--- src/rtl/mem_pkg.sv ---
// Shared types and default widths for the mem_if slave memory.
package mem_pkg;

  localparam int MEM_ADDR_W = 5;
  localparam int MEM_DATA_W = 8;

  typedef enum logic {INIT, RUN} mem_state_t;

  typedef logic [MEM_ADDR_W-1:0] addr_t;
  typedef logic [MEM_DATA_W-1:0] data_t;

endpackage

--- src/rtl/mem_array.sv ---
// DEPTH x DATA_W register file: one synchronous write port, one registered read port.
module mem_array #(
  parameter int ADDR_W = 5,
  parameter int DATA_W = 8
) (
  input  logic              clk,
  input  logic              rst,
  input  logic              we_i,
  input  logic [ADDR_W-1:0] waddr_i,
  input  logic [DATA_W-1:0] wdata_i,
  input  logic              re_i,
  input  logic [ADDR_W-1:0] raddr_i,
  output logic [DATA_W-1:0] rdata_o
);

  localparam int DEPTH = 2 ** ADDR_W;

  // Storage is deliberately unreset; the owner overwrites it after reset.
  logic [DATA_W-1:0] mem_q [DEPTH];
  logic [DATA_W-1:0] rdata_q;

  always_ff @(posedge clk) begin
    if (we_i) mem_q[waddr_i] <= wdata_i;
  end

  always_ff @(posedge clk or posedge rst) begin
    if (rst)       rdata_q <= '0;
    else if (re_i) rdata_q <= mem_q[raddr_i];
  end

  assign rdata_o = rdata_q;

endmodule

--- src/rtl/mem_slave.sv ---
// mem_if slave responder: post-reset clear sweep, then 1-cycle-latency reads and
// single-cycle writes, with a sticky conflict flag and saturating access counters.
module mem_slave
  import mem_pkg::*;
#(
  parameter int               ADDR_W   = MEM_ADDR_W,
  parameter int               DATA_W   = MEM_DATA_W,
  parameter int               CNT_W    = 16,
  parameter logic [DATA_W-1:0] INIT_VAL = '0
) (
  input  logic              clk,
  input  logic              rst,
  input  logic              read,
  input  logic              write,
  input  logic [ADDR_W-1:0] addr,
  input  logic [DATA_W-1:0] data_in,
  output logic [DATA_W-1:0] data_out,
  output logic              ready,
  output logic              conflict,
  input  logic              clr_stat,
  output logic [CNT_W-1:0]  rd_count,
  output logic [CNT_W-1:0]  wr_count,
  output mem_state_t        state_o
);

  // Handshake: read/write are one-cycle requests sampled at posedge and accepted
  // only while ready=1; there is no backpressure, requests seen in INIT are dropped.

  mem_state_t        state_q, state_d;
  logic [ADDR_W-1:0] ptr_q, ptr_d;
  logic [CNT_W-1:0]  rd_cnt_q, rd_cnt_d;
  logic [CNT_W-1:0]  wr_cnt_q, wr_cnt_d;
  logic              conflict_q, conflict_d;

  logic              run;
  logic              acc_wr, acc_rd, acc_both;
  logic              arr_we;
  logic [ADDR_W-1:0] arr_waddr;
  logic [DATA_W-1:0] arr_wdata;

  assign run      = (state_q == RUN);
  assign acc_wr   = run & write;
  assign acc_rd   = run & read & ~write;
  assign acc_both = run & read & write;

  always_comb begin
    state_d = state_q;
    ptr_d   = ptr_q;
    if (state_q == INIT) begin
      ptr_d = ptr_q + 1'b1;
      if (ptr_q == {ADDR_W{1'b1}}) state_d = RUN;
    end
  end

  // The sweep owns the write port until RUN.
  assign arr_we    = run ? write   : 1'b1;
  assign arr_waddr = run ? addr    : ptr_q;
  assign arr_wdata = run ? data_in : INIT_VAL;

  always_comb begin
    rd_cnt_d   = rd_cnt_q;
    wr_cnt_d   = wr_cnt_q;
    conflict_d = conflict_q;
    if (clr_stat) begin
      rd_cnt_d   = '0;
      wr_cnt_d   = '0;
      conflict_d = 1'b0;
    end else begin
      if (acc_rd && (rd_cnt_q != {CNT_W{1'b1}})) rd_cnt_d = rd_cnt_q + 1'b1;
      if (acc_wr && (wr_cnt_q != {CNT_W{1'b1}})) wr_cnt_d = wr_cnt_q + 1'b1;
      if (acc_both) conflict_d = 1'b1;
    end
  end

  always_ff @(posedge clk or posedge rst) begin
    if (rst) begin
      state_q    <= INIT;
      ptr_q      <= '0;
      rd_cnt_q   <= '0;
      wr_cnt_q   <= '0;
      conflict_q <= 1'b0;
    end else begin
      state_q    <= state_d;
      ptr_q      <= ptr_d;
      rd_cnt_q   <= rd_cnt_d;
      wr_cnt_q   <= wr_cnt_d;
      conflict_q <= conflict_d;
    end
  end

  mem_array #(
    .ADDR_W (ADDR_W),
    .DATA_W (DATA_W)
  ) u_array (
    .clk     (clk),
    .rst     (rst),
    .we_i    (arr_we),
    .waddr_i (arr_waddr),
    .wdata_i (arr_wdata),
    .re_i    (acc_rd),
    .raddr_i (addr),
    .rdata_o (data_out)
  );

  assign ready    = run;
  assign conflict = conflict_q;
  assign rd_count = rd_cnt_q;
  assign wr_count = wr_cnt_q;
  assign state_o  = state_q;

endmodule
--- config.mk ---
export PLATFORM = sky130hd
export DESIGN_NAME = mem_slave
export DESIGN_NICKNAME = d
export VERILOG_FILES = /design/src/rtl/mem_pkg.sv /design/src/rtl/mem_array.sv /design/src/rtl/mem_slave.sv
export SDC_FILE = /design/constraint.sdc
export NUM_CORES = 1
export LEC_CHECK = 0
export BUFFER_PORTS_ARGS = -buffer_cell sky130_fd_sc_hd__buf_2
export CORE_ASPECT_RATIO = 1.4
export CORE_UTILIZATION = 30
export CTS_BUF_LIST = sky130_fd_sc_hd__clkbuf_16
export DETAILED_ROUTE_END_ITERATION = 10
export PLACE_DENSITY = 0.57
export SLEW_MARGIN = 20
export SYNTH_ARGS = -nofsm -noshare
export SYNTH_HDL_FRONTEND = slang
export SYNTH_SLANG_ARGS = --single-unit
--- constraint.sdc ---
create_clock -name clk -period 1.9 [get_ports clk]
set_input_delay 0.285 -clock clk [delete_from_list [all_inputs] [get_ports clk]]
set_output_delay 0.285 -clock clk [all_outputs]
set_load 0.01 [all_outputs]
# [After elaboration in Yosys (flattened, before gate mapping)]
# Memories as Yosys holds them, arrays and structs flattened. A register that Yosys moved wholly into a read port is not among the register bits.
# Index checks and enable logic that the tools add are counted.
[word_totals] reg_bits=39 mem_bits_rw=256 inputBits=18 out_inout_bits=43 n_memories=1
[classes] add_sub_neg=3 eq_ne=3 muxes=13 bitwise_logic=5 reduce_logical=5
[mem_list] name="u_array.mem_q" words=32 word_bits=8 read_ports=1 rd_ports_with_merged_regs=1 wr=1 line="mem_array.sv:19" source="logic [DATA_W-1:0] mem_q [DEPTH];"
[op_table] op="two-way mux 16 bit" count=4
[op_table] op="adder 16 x 1 -> 16 bit (second input constant)" count=2
[op_table] op="!= test 16 bit (second input constant)" count=2
[op_table] op="two-way mux 8 bit" count=1
[op_table] op="two-way mux 1 bit" count=7
[op_table] op="nonzero test 2 bit" count=3
[op_table] op="adder 5 x 1 -> 5 bit (second input constant)" count=1
[op_table] op="equality test 5 bit (second input constant)" count=1
[op_table] op="two-way mux 5 bit" count=1
[op_table] op="bitwise AND 1 bit" count=4
[op_table] op="logical AND 1 bit" count=2
[op_table] op="inverter 1 bit" count=1

# [Logic depth before layout (Yosys ltp)]
# Gate-level depths: netlist of the first run.
[depth] ltp_word=5 mapped_depth=8

# [Modules after synthesis]
# From an unflattened synthesis of the first run, not the netlist that was laid out.
[unflattened] hier_cells=840 hier_area_um2=12713.4
[by_module_without_submodules] module="mem_array" instances=1 cells_per_inst=592 area_per_inst_um2=10415.0
[by_module_without_submodules] module="mem_slave" instances=1 cells_per_inst=248 area_per_inst_um2=2298.5

# [Worst setup path after synthesis of the first run]
# OpenSTA, ideal clock, no wires.
[synth_timing] path_kind="reg-to-reg" start="register state_q, in the netlist ready" end="memory u_array.mem_q[11][0] (enable)" setup_time_ns=0.370 arrival_ns=1.690 slack_ns=-0.160 path_stages_with_launch=6 path_buffers=2 path_cell_list="dfrtp_1 > buf_2 > clkbuf_1 > mux2i_1 > nand2_1 > nor2_1"
[synth_via] elab_chain_len=3
[synth_rtl] element="start: declaration" line="mem_slave.sv:29" source="mem_state_t state_q, state_d;"
[synth_rtl] element="start signal: assignment" line="mem_slave.sv:83" source="state_q <= state_d;"
[synth_rtl] element="two-way mux 1 bit" line="mem_slave.sv:56" source="assign arr_we = run ? write : 1'b1;"
[synth_rtl] element="two-way mux 1 bit" line="mem_array.sv:23" source="if (we_i) mem_q[waddr_i] <= wdata_i;"
[synth_rtl] element="two-way mux 1 bit (implied by the code)" line="mem_array.sv:23"
[synth_rtl] element="end: declaration" line="mem_array.sv:19"
# Parallel ways exist; a longest one is shown, timed or not.

# [Final worst setup path of the first run]
[layout_timing] start="register state_q, in the netlist ready" end="memory u_array.mem_q[4][7] (enable)"
# The elaborated chain is that of the path after synthesis.

==> results.ini, run 1 <==
[grt]
grt_pass1_vias = 7660
grt_use_total_pct = 14.3
grt_first_pass_wirelength_um = 46600
grt_use_met2_pct = 26.8
grt_remaining_overflow = 0
grt_max_degree = 48
grt.busiest_layer = met2
antenna_found_initial = 0
use_met1_pct = 16.6
grt_util_met3_pct = 1.61

[drt]
dr.pass1.iters = 5
wl_per_cell_um = 20.1
drt-initial-drc-count = 566
viasPerCell = 4.84
wirelength_um = 30900
num_vias = 7436
drc = 0
ant_nets = 0

[cts]
clock_latency_ns = 0.57
cts-root-buf = clkbuf_16
cts.sinks = 303
htreeDepth = 1
cts-buffers-inserted = 28
clk_path_buf_depth = 3
cts_setup_buffers = 0
clkTransAtPathRegs_ns = 0.06
cts_tree = done

[synthesis]
synth_commonest_cells = edfxtp_1, mux2i_1, nor2_1, dfrtp_1, a22oi_1
yosys.area_share.adder_pct = 0.393
post-synth-top-count-cell = edfxtp_1
synth_seq_cells = 303
synth-compound-area-share_pct = 8.54
muxShareOfSynthArea_pct = 10.6
synth_edf_count = 256
seq_area_frac_synth_pct = 69.6
synthArstFlopShare_pct = 15.5
synth_area_sq_mm = 0.0127
synth_top_area_share_pct = 60.3
netlist-cell-type-count = 57
synth_xor_area_share_pct = 2.06
synth_top_family_by_area = multiplexers
synth_simple_gate_area_share_pct = 6.43
ys_dominant_reg_cell = edfxtp_1
synth_top_area_cell = edfxtp_1
synth_area_leaders = edfxtp_1, mux2i_1, dfrtp_1
ys.warnings.count = 0
syn-num-nets = 836
synth_cells = 814
syn_area_per_cell_sq_um = 15.6

[place]
place_congestion = 0.797
port_buffers = 60
hpwlAfterDp_um = 20900
dpl_worst_slack_ns = -0.144

[flow_run]
maxCapViolCount = 0

[pwr]
pwr-share-clk_pct = 41.1
pwr-share-comb_pct = 6.6
p_int_uw = 10900
peakVddDrop_v = 0.000684
pwr-share-seq_pct = 52.3
power_uw = 14000
p_leak_uw = 0.00587
switching_share_pct = 22.2
powerDensity_mw_per_mm2 = 897
power.net_switching_uw = 3100

[floorplan]
die_w_um = 176
die_h_um = 246
core_area_sq_mm = 0.0420
start_util_pct = 30.3
io-pin-count = 61
dieArea_sq_mm = 0.0433
fp-row-count = 89

[cells_and_area]
n_antenna_cell = 0
areaGrowthSynthToFinish_pct = 22.2
final_util_pct = 37.1
multi_input_area_sq_mm = 0.00367
layout-drive-gt1-share_pct = 28.1
layout.nets = 990
final-seq-area_sq_mm = 0.00887
fillers = 3879

[critical_path]
cpMostUsedCell = buf_12
crit_path_top_delay_cell = dfrtp_1
crit_chain = buf_12, o21ai_0, nand2_1, nor2_2, buf_12
cpLargestDelayFamily = simple AND/OR/NAND/NOR gates
r2r_cells = 5
crit_fanout = 20
cp_num_cells = 5
required_ns = 2.17
crit_arrival_ns = 2.07
path_class = flop to flop
cp-start-kind = flop
cp_num_buf_inv = 2
cp-end-kind = flop
slowest_delay_ns = 0.41

[timing]
fmax_mhz = 556
clock_skew_ns = 0.0228
post-route-period-util_pct = 94.7
layout_setup_ws_ns = 0.101
setup_viol = 0
slew_violations = 0
hold_viol_final = 0
slew_headroom_pct = 51.0
rsz0062_at_grt = yes
worst_slew_pin_slew_ns = 0.735
period_minus_slack_ns = 1.80

[min_path]
hp-class = input pin to flop
min_path_cells = 2

[run_status]
status = finished, final reports clean

## registers in the layout, indices dropped and copies added, names as in the netlist
name / flops
ready: 1
u_array.mem_q: 256
u_array.rdata_o: 8
conflict: 1
rd_count: 16
wr_count: 16
ptr_q: 5
## routing by layer
layer  wire, um  part of all wire (%)
met4        958                   3.1
met3       1080                   3.5
met1      12300                    40
met2      16500                    54
met5          0                     0
## placed cells by master (no fill, tap or decap), types with 5 or more instances in the layout
master / n
nand4_1: 8
a21oi_1: 20
clkinv_2: 6
nand2b_1: 5
and3_1: 11
nand3_1: 7
o21ai_0: 6
mux2i_1: 131
dfrtp_1: 45
edfxtp_1: 256
buf_2: 59
a221oi_2: 12
o22ai_1: 8
o41ai_1: 5
and2_1: 11
nor2_2: 24
nor2_1: 44
inv_1: 6
buf_4: 87
nand2_1: 25
a22o_1: 16
a22oi_1: 32
clkbuf_16: 28
buf_12: 21
xnor2_1: 9
o211ai_1: 5
xor2_1: 21
clkinv_1: 5
## logic make-up (layout without fill, tap and decap cells)
| family | after synthesis | count (layout) |
|---|---|---|
| DFF | 303 | 303 |
| and+or+nand+nor | 163 | 163 |
| muxes | 134 | 134 |
| AOI/OAI and AO/OA | 131 | 131 |
| buffers and inverters | 49 | 225 |
| xor gates and xnor gates | 30 | 30 |
| adders and majority gates | 4 | 4 |
## repair_timing
| item | CTS | global route |
|---|---|---|
| gates cloned | 0 | 0 |
| endpoints found under the setup margin | 5 | 108 |
| endpoints found under the hold margin | 48 | 0 |
| hold buffers | 2 | 0 |
| resized for setup | 1 | 8 |
## per-stage QoR
step | hold slack (ns) | instances | area [sq um] | TNS (ns)
2_1_floorplan | 0.435 | 814 | 12800 | -5.28
3_3_place_gp | 0.362 | 1482 | 14600 | -3.82
3_5_place_dp | 0.360 | 1482 | 14600 | -6.35
4_1_cts | 0.105 | 1536 | 15600 | 0
5_1_grt | 0.135 | 1536 | 15600 | -0.278
6_report | 0.127 | 1536 | 15600 | 0
## layout make-up
type                            instances  share of cell area, %
Clock buffer                           28                   4.50
Clock inverter                         24                   1.52
Inverter                                3                 0.0723
Multi-Input combinational cell        462                   23.6
Sequential cell                       303                   56.9
Tap cell                              546                   4.39
Timing Repair Buffer                  170                   8.99
## power groups by stage
stage | combinational [uW] | sequential, uW | clock (uW)
floorplan | 511 | 7450 | 0
global placement | 919 | 7450 | 0
detailed placement | 929 | 7450 | 0
CTS | 935 | 7310 | 5850
global route | 990 | 7310 | 6070
finish | 920 | 7310 | 5740
## final timing paths
path                                from             endpoint  slack [ns]
worst max-delay path               ready  u_array.mem_q[4][7]        0.10
worst min-delay path            clr_stat          rd_count[5]        0.13
worst max register to register     ready  u_array.mem_q[4][7]        0.10
worst min register to register  conflict             conflict        0.51
max in group asynchronous            rst          rd_count[5]        1.33
min in group asynchronous            rst          wr_count[0]        0.31
(Power assumes the default switching activity.)
==> run 2, diff against run 1 <==
--- a/config.mk
+++ b/config.mk
@@ -14,4 +14,5 @@
 export SLEW_MARGIN = 20
 export SYNTH_ARGS = -nofsm -noshare
 export SYNTH_HDL_FRONTEND = slang
+export SYNTH_HIERARCHICAL = 1
 export SYNTH_SLANG_ARGS = --single-unit
==> run 2 against run 1 <==
  * The run now ends with setup timing left
  * Design area rose by 2.1%
  * Global-route usage rose by 0.95 points
  * Clock skew fell by 0.0084 ns
  * Final cell count rose by 2.1%
  * Wire length rose by 5.3%
  * Synthesized area fell by 0.20%
  * Die area fell by 0.19%
  * Critical path depth fell by 2
  * Worst setup slack got worse by 0.19 ns
  * Register-to-register slack got worse by 0.19 ns
  * Clock power rose by 2%
  * Count of clock-buffer cells in the layout rose by 1
  * Largest cell class unchanged
==> results.ini, run 2 <==
[run_status]
status = finished with violations
violations = setup timing

[pwr]
switching_share_pct = 22.2  ; -0.045 points
power_uw = 14200  ; +1.5%
pwr-share-clk_pct = 41.5  ; +0.4 points
p_leak_uw = 0.00576  ; -1.7%
p_int_uw = 11000  ; +1.5%
power.net_switching_uw = 3140  ; +1.2%
pwr-share-comb_pct = 7.0  ; +0.4 points
peakVddDrop_v = 0.000583  ; -15%
pwr-share-seq_pct = 51.6  ; -0.7 points
powerDensity_mw_per_mm2 = 891  ; -0.65%

[floorplan]
core_area_sq_mm = 0.0415  ; -1.1%
io-pin-count = 61  ; unchanged
start_util_pct = 30.6  ; +0.28 points
die_h_um = 246  ; about the same
die_w_um = 176  ; about the same
fp-row-count = 88  ; -1.1%
dieArea_sq_mm = 0.0432  ; -0.19%

[timing]
clock_skew_ns = 0.0144  ; -0.00842 ns
setup_viol = 95  ; +95
post-route-period-util_pct = 105  ; +10 points
tns_ns = -4.74  ; -4.74 ns
layout_setup_ws_ns = -0.0896  ; -0.191 ns
fmax_mhz = 503  ; -9.6%
holdWs_ns = 0.0401  ; -0.0865 ns
hold_viol_final = 0  ; unchanged
worst_slew_pin_slew_ns = 0.496  ; -0.239 ns
period_minus_slack_ns = 1.99  ; +0.191 ns
rsz0062_at_grt = yes
slew_headroom_pct = 66.9  ; +16 points
slew_violations = 0  ; unchanged

[synthesis]
netlist-cell-type-count = 47  ; -18%
syn_area_per_cell_sq_um = 15.1  ; -3.3%
ys.warnings.count = 6  ; +6
synth_area_sq_mm = 0.0127  ; -0.20%
syn-num-nets = 862  ; +3.1%
synth_edf_count = 256  ; unchanged
synth_seq_cells = 303  ; unchanged
synth_commonest_cells = edfxtp_1, mux2i_1, a22oi_1, a21oi_1, dfrtp_1
post-synth-top-count-cell = edfxtp_1
synthArstFlopShare_pct = 15.5  ; unchanged
seq_area_frac_synth_pct = 69.7  ; +0.14 points
synth_top_area_cell = edfxtp_1
ys_dominant_reg_cell = edfxtp_1
synth_cells = 840  ; +3.2%
synth_top_area_share_pct = 60.5  ; +0.12 points
synth_area_leaders = edfxtp_1, mux2i_1, dfrtp_1

[min_path]
holdPathEnd = conflict
min_from = read
hp-class = input pin to flop
min_path_cells = 3  ; +1

[place]
port_buffers = 60  ; unchanged
place_congestion = 0.797  ; about the same
hpwlAfterDp_um = 21800  ; +4.2%
post-place-cells = 1512  ; +2.0%

[critical_path]
worstSetupStartpoint = ready
cp-end-kind = flop
path_class = flop to flop
cp-start-kind = flop
r2r_slack_ns = -0.09  ; -0.19 ns
crit_fanout = 8  ; -60%
crit_arrival_ns = 2.21  ; +0.14 ns
required_ns = 2.12  ; -0.05 ns
rr_endpoint = u_array/mem_q[20][2]
r2r_cells = 3  ; -2
r2r_start = ready

[cells_and_area]
final_cell_count_no_fill = 1568  ; +2.1%
top_register = u_array/mem_q
final_common_cell = edfxtp_1
n_antenna_cell = 0  ; unchanged
layout.nets = 1029  ; +3.9%
largest_register_ffs = 256  ; unchanged
layout_common_cells = edfxtp_1, mux2i_1, buf_4, a22oi_1, buf_2
layout-drive-gt1-share_pct = 28.3  ; +0.23 points
fillers = 3839  ; -1.0%
areaGrowthSynthToFinish_pct = 25.1

[cts]
cts-root-buf = clkbuf_16
cts-buffers-inserted = 29  ; +3.6%
clkTransAtPathRegs_ns = 0.07  ; about the same
cts.sinks = 303  ; unchanged
htreeDepth = 1  ; unchanged
cts_tree = done
clock_latency_ns = 0.55  ; -0.02 ns
clk_path_buf_depth = 3  ; unchanged

[grt]
antenna_found_initial = 1  ; +1
grt_first_pass_wirelength_um = 49500  ; +6.1%
grt_max_degree = 33  ; -31%
grt_remaining_overflow = 0  ; unchanged
grt_pass1_vias = 8230  ; +7.4%
grt_use_total_pct = 15.3  ; +0.95 points

[drt]
viasPerCell = 5.02  ; +3.6%
wirelength_um = 32500  ; +5.3%
ant_nets = 0  ; unchanged
dr.pass1.iters = 4  ; -1
drt-initial-drc-count = 423  ; -25%
num_vias = 7864  ; +5.8%
drc = 0  ; unchanged
wl_per_cell_um = 20.7  ; +3.2%

[flow_run]
maxCapViolCount = 0  ; unchanged

-- run 2: cell type report --
type                       count  area, sq um  share of cell area [%]
clock buffer                  29          726                    4.56
clock inverter                23          244                    1.53
inverter                      12         45.0                   0.283
multi-input combinational    479         3800                    23.9
sequential                   303         8860                    55.7
tap                          540          676                    4.25
timing repair buffer         182         1550                    9.73
-- run 2: stage by stage --
stage | utilization, % | area [sq um] | setup WS, ns
detailed placement | 35.6 | 14800 | -0.209
global route | 38.3 | 15900 | -0.121
global placement | 35.6 | 14800 | -0.247
CTS | 38.0 | 15800 | -0.0587
floorplan | - | 12900 | -0.286
finish | 38.3 | 15900 | -0.0896
-- run 2: repair_timing --
item                                   4_1_cts  5_1_grt
hold buffers                                 1        0
setup endpoints to repair                  146      198
pin swaps                                    5       10
gates resized for setup                      1       24
endpoints found under the hold margin       47        0
buffers inserted                             2        1
-- run 2: metal layers --
layer	part of all wire, %	GRT usage [%]	up-vias
li1	-	-	3642
met1	40	17.9	3957
met2	53	28.5	219
met3	4.0	2.03	44
met4	2.5	4.81	2
met5	0.040	0	-
-- run 2: kinds of logic after synthesis --
logic type      synth area share, %
flops                          69.7
fa+ha+maj                     0.394
mux                            11.8
simple gates                   7.68
xor+xnor                      0.207
compound gates                 7.80
buf+inv                        2.39
-- run 2: critical path, stage by stage (launching register included) --
cell	delay, ns
dfrtp_2	0.48
mux2_4	0.32
or3b_4	0.56
nor2_4	0.29
-- run 2: power groups by stage --
stage | Combinational (uW) | Clock (uW) | Sequential [uW]
global placement | 975 | 0 | 7460
global route | 1050 | 6230 | 7320
floorplan | 494 | 0 | 7460
finish | 987 | 5880 | 7310
detailed placement | 983 | 0 | 7460
CTS | 988 | 6010 | 7310
-- run 2: worst max-delay path by stage --
stage	slack [ns]	end
after floorplan	-0.29	u_array/mem_q[14][0]
after global placement	-0.25	u_array/rdata_o[4]
after detailed placement	-0.21	u_array/rdata_o[6]
after CTS	-0.06	u_array/mem_q[20][5]
after global routing	-0.12	wr_count[13]
final	-0.09	u_array/mem_q[20][2]
